`src/rtl/sdram_arb_mux.sv`:
```
// sdram_arb_mux: N-channel command arbiter/mux for an SDRAM controller with in-order read-tag return.
// Define SDRAM_ARB_STARVE_EN to build the per-channel starvation counters.
module sdram_arb_mux #(
    parameter int N          = 2,
    parameter int AW         = 24,
    parameter int DW         = 16,
    parameter int TAGD       = 4,
    parameter int RR         = 1,
    parameter int STARVE_CYC = 255
) (
    input  logic                 clk,
    input  logic                 reset,
    input  logic [N-1:0]         req,
    input  logic [N-1:0]         we,
    input  logic [N-1:0][AW-1:0] addr,
    input  logic [N-1:0][DW-1:0] wdata,
    output logic [N-1:0]         ack,
    output logic [N-1:0]         rvalid,
    output logic [DW-1:0]        rdata,
    output logic                 if_req,
    output logic                 if_we,
    output logic [AW-1:0]        if_addr,
    output logic [DW-1:0]        if_data,
    input  logic                 if_rdy,
    input  logic                 if_rvalid,
    input  logic [DW-1:0]        if_rdata,
    output logic                 tag_err,
    output logic [N-1:0]         starve
);
    localparam int SW = $clog2(N);
    localparam int PW = $clog2(TAGD);
    localparam int CW = PW + 1;
    localparam logic [CW-1:0] FULL = CW'(TAGD);

    typedef enum logic {IDLE, ISSUE} state_t;
    state_t r_state, w_next;

    logic [SW-1:0] r_ptr, r_sel, w_win, w_base;
    logic [N-1:0]  w_elig;
    logic          w_any, w_accept, w_push, w_pop;
    logic          r_if_we;
    logic [AW-1:0] r_if_addr;
    logic [DW-1:0] r_if_data;
    logic [SW-1:0] r_tag [TAGD];
    logic [PW-1:0] r_wp, r_rp;
    logic [CW-1:0] r_cnt;
    logic          r_tag_err;

    function automatic logic [SW-1:0] wrap(input logic [SW-1:0] base, input int off);
        int s;
        s = int'(base) + off;
        return SW'((s >= N) ? s - N : s);
    endfunction

    // A read may only be latched while a tag slot is free, so the FIFO can never overflow.
    assign w_elig = req & (we | {N{r_cnt < FULL}});
    assign w_any  = |w_elig;
    assign w_base = (RR != 0) ? r_ptr : '0;

    // Scan from the highest offset down so the nearest eligible channel to the base wins.
    always_comb begin
        w_win = '0;
        for (int k = N - 1; k >= 0; k--)
            if (w_elig[wrap(w_base, k)]) w_win = wrap(w_base, k);
    end

    always_ff @(posedge clk) begin
        if (reset) r_state <= IDLE;
        else       r_state <= w_next;
    end

    always_comb begin
        w_next = (r_state == IDLE) ? (w_any ? ISSUE : IDLE) : (if_rdy ? IDLE : ISSUE);
    end

    always_comb begin
        if_req     = (r_state == ISSUE);
        w_accept   = if_req & if_rdy & ~reset;
        ack        = '0;
        ack[r_sel] = w_accept;
    end

    always_ff @(posedge clk) begin
        if (reset) begin
            r_ptr     <= '0;
            r_sel     <= '0;
            r_if_we   <= 1'b0;
            r_if_addr <= '0;
            r_if_data <= '0;
        end else begin
            if (r_state == IDLE && w_any) begin
                r_sel     <= w_win;
                r_if_we   <= we[w_win];
                r_if_addr <= addr[w_win];
                r_if_data <= wdata[w_win];
            end
            if (w_accept && RR != 0) r_ptr <= (r_sel == SW'(N - 1)) ? '0 : r_sel + 1'b1;
        end
    end

    assign if_we   = r_if_we;
    assign if_addr = r_if_addr;
    assign if_data = r_if_data;

    assign w_push  = w_accept & ~r_if_we;
    assign w_pop   = if_rvalid & (r_cnt != '0) & ~reset;
    assign rdata   = if_rdata;
    assign tag_err = r_tag_err;

    always_comb begin
        rvalid              = '0;
        rvalid[r_tag[r_rp]] = w_pop;
    end

    always_ff @(posedge clk) begin
        if (reset) begin
            r_wp      <= '0;
            r_rp      <= '0;
            r_cnt     <= '0;
            r_tag_err <= 1'b0;
        end else begin
            if (w_push) r_wp <= r_wp + 1'b1;
            if (w_pop) r_rp <= r_rp + 1'b1;
            r_cnt <= r_cnt + CW'(w_push) - CW'(w_pop);
            if (if_rvalid && r_cnt == '0) r_tag_err <= 1'b1;
        end
    end

    always_ff @(posedge clk) begin
        if (w_push) r_tag[r_wp] <= r_sel;
    end

`ifdef SDRAM_ARB_STARVE_EN
    localparam logic [15:0] THR = 16'(STARVE_CYC);
    logic [15:0] r_scnt [N];

    always_ff @(posedge clk) begin
        for (int i = 0; i < N; i++)
            if (reset || ack[i]) r_scnt[i] <= '0;
            else if (req[i] && r_scnt[i] != 16'hFFFF) r_scnt[i] <= r_scnt[i] + 1'b1;
    end

    always_comb begin
        starve = '0;
        for (int i = 0; i < N; i++) starve[i] = (r_scnt[i] >= THR);
    end
`else
    assign starve = '0;
`endif
endmodule

```
`config.mk`:
```
export PLATFORM = sky130hd
export DESIGN_NAME = sdram_arb_mux
export DESIGN_NICKNAME = d
export VERILOG_FILES = /design/src/rtl/sdram_arb_mux.sv
export SDC_FILE = /design/constraint.sdc
export NUM_CORES = 1
export LEC_CHECK = 0
export ABC_AREA = 1
export CORE_MARGIN = 2
export CORE_UTILIZATION = 42
export DETAILED_ROUTE_END_ITERATION = 12
export HOLD_SLACK_MARGIN = 0.05
export PLACE_DENSITY = 0.94
export REMOVE_ABC_BUFFERS = 1
export SLEW_MARGIN = 20
export SYNTH_ARGS = -nofsm -noshare
export SYNTH_HDL_FRONTEND = slang
export SYNTH_SLANG_ARGS = --single-unit
```
`constraint.sdc`:
```
create_clock -name clk -period 2.3 [get_ports clk]
set_input_delay 0.345 -clock clk [delete_from_list [all_inputs] [get_ports clk]]
set_output_delay 0.345 -clock clk [all_outputs]
set_load 0.05 [all_outputs]
```
==> impl_results.md, run 1 <==
- Critical path's slowest cell: clkdlybuf4s50_1
- Max-cap violation count: 0
- Overflow after GRT: 0
- DRC: 0
- CTS tree: yes
- Post-synthesis mux area share: 0%
- Int Power: 2.381 mW
- Ports: 169
- Fmax: 470.5 MHz
- Grt met2 use: 36.42%
- Synth Area in XOR/XNOR: 0.2468%
- Yosys Warn Count: 0
- Largest family of logic cells by synthesized area: simple AND/OR/NAND/NOR gates
- Layout cell share with drive strength beyond 1: 18.51%
- VDD IR-drop max: 430.8 µV
- Max stage delay on crit path: 0.47 ns
- Die width: 95.92 µm
- Logic pwr share: 46.8%
- Element type at the critical path start: primary input
- Die Height: 95.92 µm
- Slew HR: 64.54%
- Netlist Area Pre-Place: 3548 µm²
- Register share of total power: 31.7%
- Simple-gate portion of the synthesized area: 33.89%
- Clock latency on the worst-skew pair: 0.33 ns
- Vias after detailed routing: 3,264
- H-Tree Depth: 3
- Placed insts: 678
- WHS: 0.4540 ns
- Crit path kind: primary input to register
- Hold_buf cts: 0
- Clk_skew: 0.006792 ns
- Largest net degree at the start of global routing: 45
- Core Area: 8217 µm²
- HPWL after DPL: 6.785 mm
- DRT antenna net count: 0
- Register area share after synthesis: 33.85%
- Min Clock Period, post-route: 2.125 ns
- Clk slew on worst S/H paths: 0.06 ns
- M1 GR Usage: 23.80%
- Setup TNS: 0 ns
- Run status: completed
- Met3 GRT Util: 6.735%
- # clock sinks: 58
- Switching Share: 41.68%
- DR vias/cell: 4.703
- Setup Buffers After CTS: 0
- Syn_area_per_cell: 7.502 µm²
- Pwr Total: 4.082 mW
- Cell Count, Final, Fillers Out: 694
- Synth Instances: 473
- FILL cells: 703
- Area grow syn2layout: 40.37%
- PwrDens: 819.6 nW/µm²
- Hold crit path type: primary input to register
- Initial Util: 43.19%
- Critical-path maximum fanout: 2
- WP data arrival: 2.33 ns
- Critical Path, Cell by Cell: clkdlybuf4s50_1 -> nand2_1 -> a21oi_4 -> ha_1 -> inv_1 -> ha_1 -> inv_1 -> fa_1 -> xor2_1 -> o21ai_0 -> a21oi_1
- CTS Buffer Depth: 2
- Leakage power: 2.328 nW
- Post-Synth Adder-Cell Area: 2.680%
- Final count of pins violating max slew: 0
- Hold Violations, Final: 0
- IO buf count: 134
- Routability cong.: 0.8175
- Wire length per cell: 13.38 µm
- Design area: 4981 µm²
- Routed WL: 9.287 mm
- Vias in the first global route: 3,240
- Cts bufs inserted: 9
- Critical path endpoint category: register
- Nets: 695
- Pre-Repair DR Iteration Count: 4
- Total track usage: 20.81%
- Final setup vio count: 0
- Root Buffer: clkbuf_8
- Synth cell types: 28
- Clock group share of total power: 21.5%
- RSZ-0062 raised after global routing: false
- Compound-gate portion of the synthesized area: 8.604%
- Count of state elements after synthesis: 58
- Violation count after the first detailed-routing iteration: 76
- # diodes: 0
- Critical Path RT: 2.50 ns
- Most used routing layer: met2
- Die area: 9200 µm²
- Worst slew pin tran: 0.5303 ns
- Resize count post-CTS: 0
- Final period utilization: 92.41%
- First-pass GRT wire length: 14.75 mm
- Antenna violations before repair: 0
- Switching pwr: 1.701 mW
- Row Count: 33
- Cell Area, Placed: 4802 µm²
-- worst paths after layout --
check,from,end,slack [ns],depth (start not counted)
worst max-delay path,if_rvalid,r_cnt[2]$_SDFF_PP0_,0.17,11
worst min-delay path,reset,tag_err$_SDFFE_PP0P_,0.45,4
worst max register to register,r_cnt[2]$_SDFF_PP0_,r_cnt[2]$_SDFF_PP0_,0.18,10
worst min register to register,r_rp[1]$_SDFFE_PP0P_,register,0.47,2
-- power by group through the flow --
stage	combinational (mW)	sequential [mW]	clock (mW)
floorplan	0.770	1.75	0
finish	1.91	1.29	0.878
CTS	1.93	1.29	0.902
global placement	1.87	1.30	0
detailed placement	1.92	1.31	0
global route	2.08	1.31	0.952
-- synth_stat cells, drive strengths merged --
master | n | area share [%]
a21oi | 51 | 7.5
o21ai | 5 | 0.71
edfxtp | 4 | 3.4
o21bai | 1 | 0.21
nand2 | 102 | 14
o22ai | 1 | 0.18
inv | 105 | 11
buf | 39 | 8.9
nand3 | 87 | 18
xor2 | 1 | 0.25
clkbuf | 4 | 0.42
fa | 1 | 0.56
ha | 6 | 2.1
nor2 | 11 | 1.2
conb | 1 | 0.11
dfxtp | 54 | 30
-- sequential cells by signal, indices dropped and copies added, names as in the netlist, 2 cells and up, named ones only --
name / flops
r_rp: 2
r_cnt: 3
r_wp: 2
if_data: 16
if_addr: 24
r_tag: 4
-- final cells by class --
cell class                      count  area (µm²)  share of cell area (%)
Timing Repair Buffer              142        1449                   29.09
Clock buffer                       13       138.9                   2.788
Clock inverter                      3       40.04                  0.8038
Inverter                          105       401.6                   8.063
Tap cell                          105       131.4                   2.638
Multi-Input combinational cell    268        1619                   32.50
Sequential cell                    58        1201                   24.11
-- worst max-delay path, delay by kind of cell --
| family | cells | cell delay (ns) |
|---|---|---|
| simple gates | 1 | 0.10 |
| compound gates | 3 | 0.38 |
| buf+inv | 3 | 0.58 |
| fa+ha+maj | 3 | 0.75 |
| xor+xnor | 1 | 0.17 |
-- stage by stage --
| step | utilization, % | setup slack [ns] |
|---|---|---|
| 5_1_grt | 60.62 | 0.04062 |
| 4_1_cts | 60.62 | 0.1904 |
| 2_1_floorplan | - | 0.3081 |
| 6_report | 60.62 | 0.1746 |
| 3_3_place_gp | 58.44 | -0.02814 |
| 3_5_place_dp | 58.44 | -0.1422 |
-- cell usage in the layout, fill, tap and decap left out --
master / Yosys / routed
nand3_2: 41 / 41
dfxtp_1: 54 / 54
bufinv_16: 0 / 1
clkdlybuf4s50_1: 0 / 129
clkbuf_1: 4 / 4
buf_2: 9 / 1
nand2_8: 2 / 2
clkinv_2: 0 / 2
inv_4: 3 / 3
o21ai_0: 5 / 5
a21oi_4: 1 / 1
a21oi_1: 50 / 50
buf_12: 0 / 5
clkbuf_8: 0 / 9
nand3_4: 1 / 1
inv_1: 101 / 101
o22ai_1: 1 / 1
nor2_1: 10 / 10
o21bai_1: 1 / 1
nand2_2: 33 / 33
edfxtp_1: 4 / 4
conb_1: 1 / 2
nand3_1: 45 / 45
fa_1: 1 / 1
ha_1: 6 / 6
nor2_2: 1 / 1
buf_4: 21 / 7
xor2_1: 1 / 1
nand2_4: 1 / 1
nand2_1: 66 / 66
inv_2: 1 / 1
-- metal layers --
metal / up-vias / wire, µm
met5: - / 0
met2: 115 / 4656
met4: 0 / 123
met3: 12 / 662
li1: 1654 / -
met1: 1483 / 3844
-- cell families after synthesis --
family,count (synthesis)
buffers and inverters,148
AOI/OAI and AO/OA,58
adders and majority gates,7
and+or+nand+nor,200
other,1
xor gates and xnor gates,1
DFF,58
Power figures use the tool's default switching activity.
==> inputs of run 2 (changes only) <==
--- a/config.mk
+++ b/config.mk
@@ -9,6 +9,7 @@
 export CORE_MARGIN = 2
 export CORE_UTILIZATION = 42
 export DETAILED_ROUTE_END_ITERATION = 12
+export GPL_ROUTABILITY_DRIVEN = 0
 export HOLD_SLACK_MARGIN = 0.05
 export PLACE_DENSITY = 0.94
 export REMOVE_ABC_BUFFERS = 1
==> results of run 2 <==
Same layout as run 1: the final DEF is identical, and so are final timing and power.
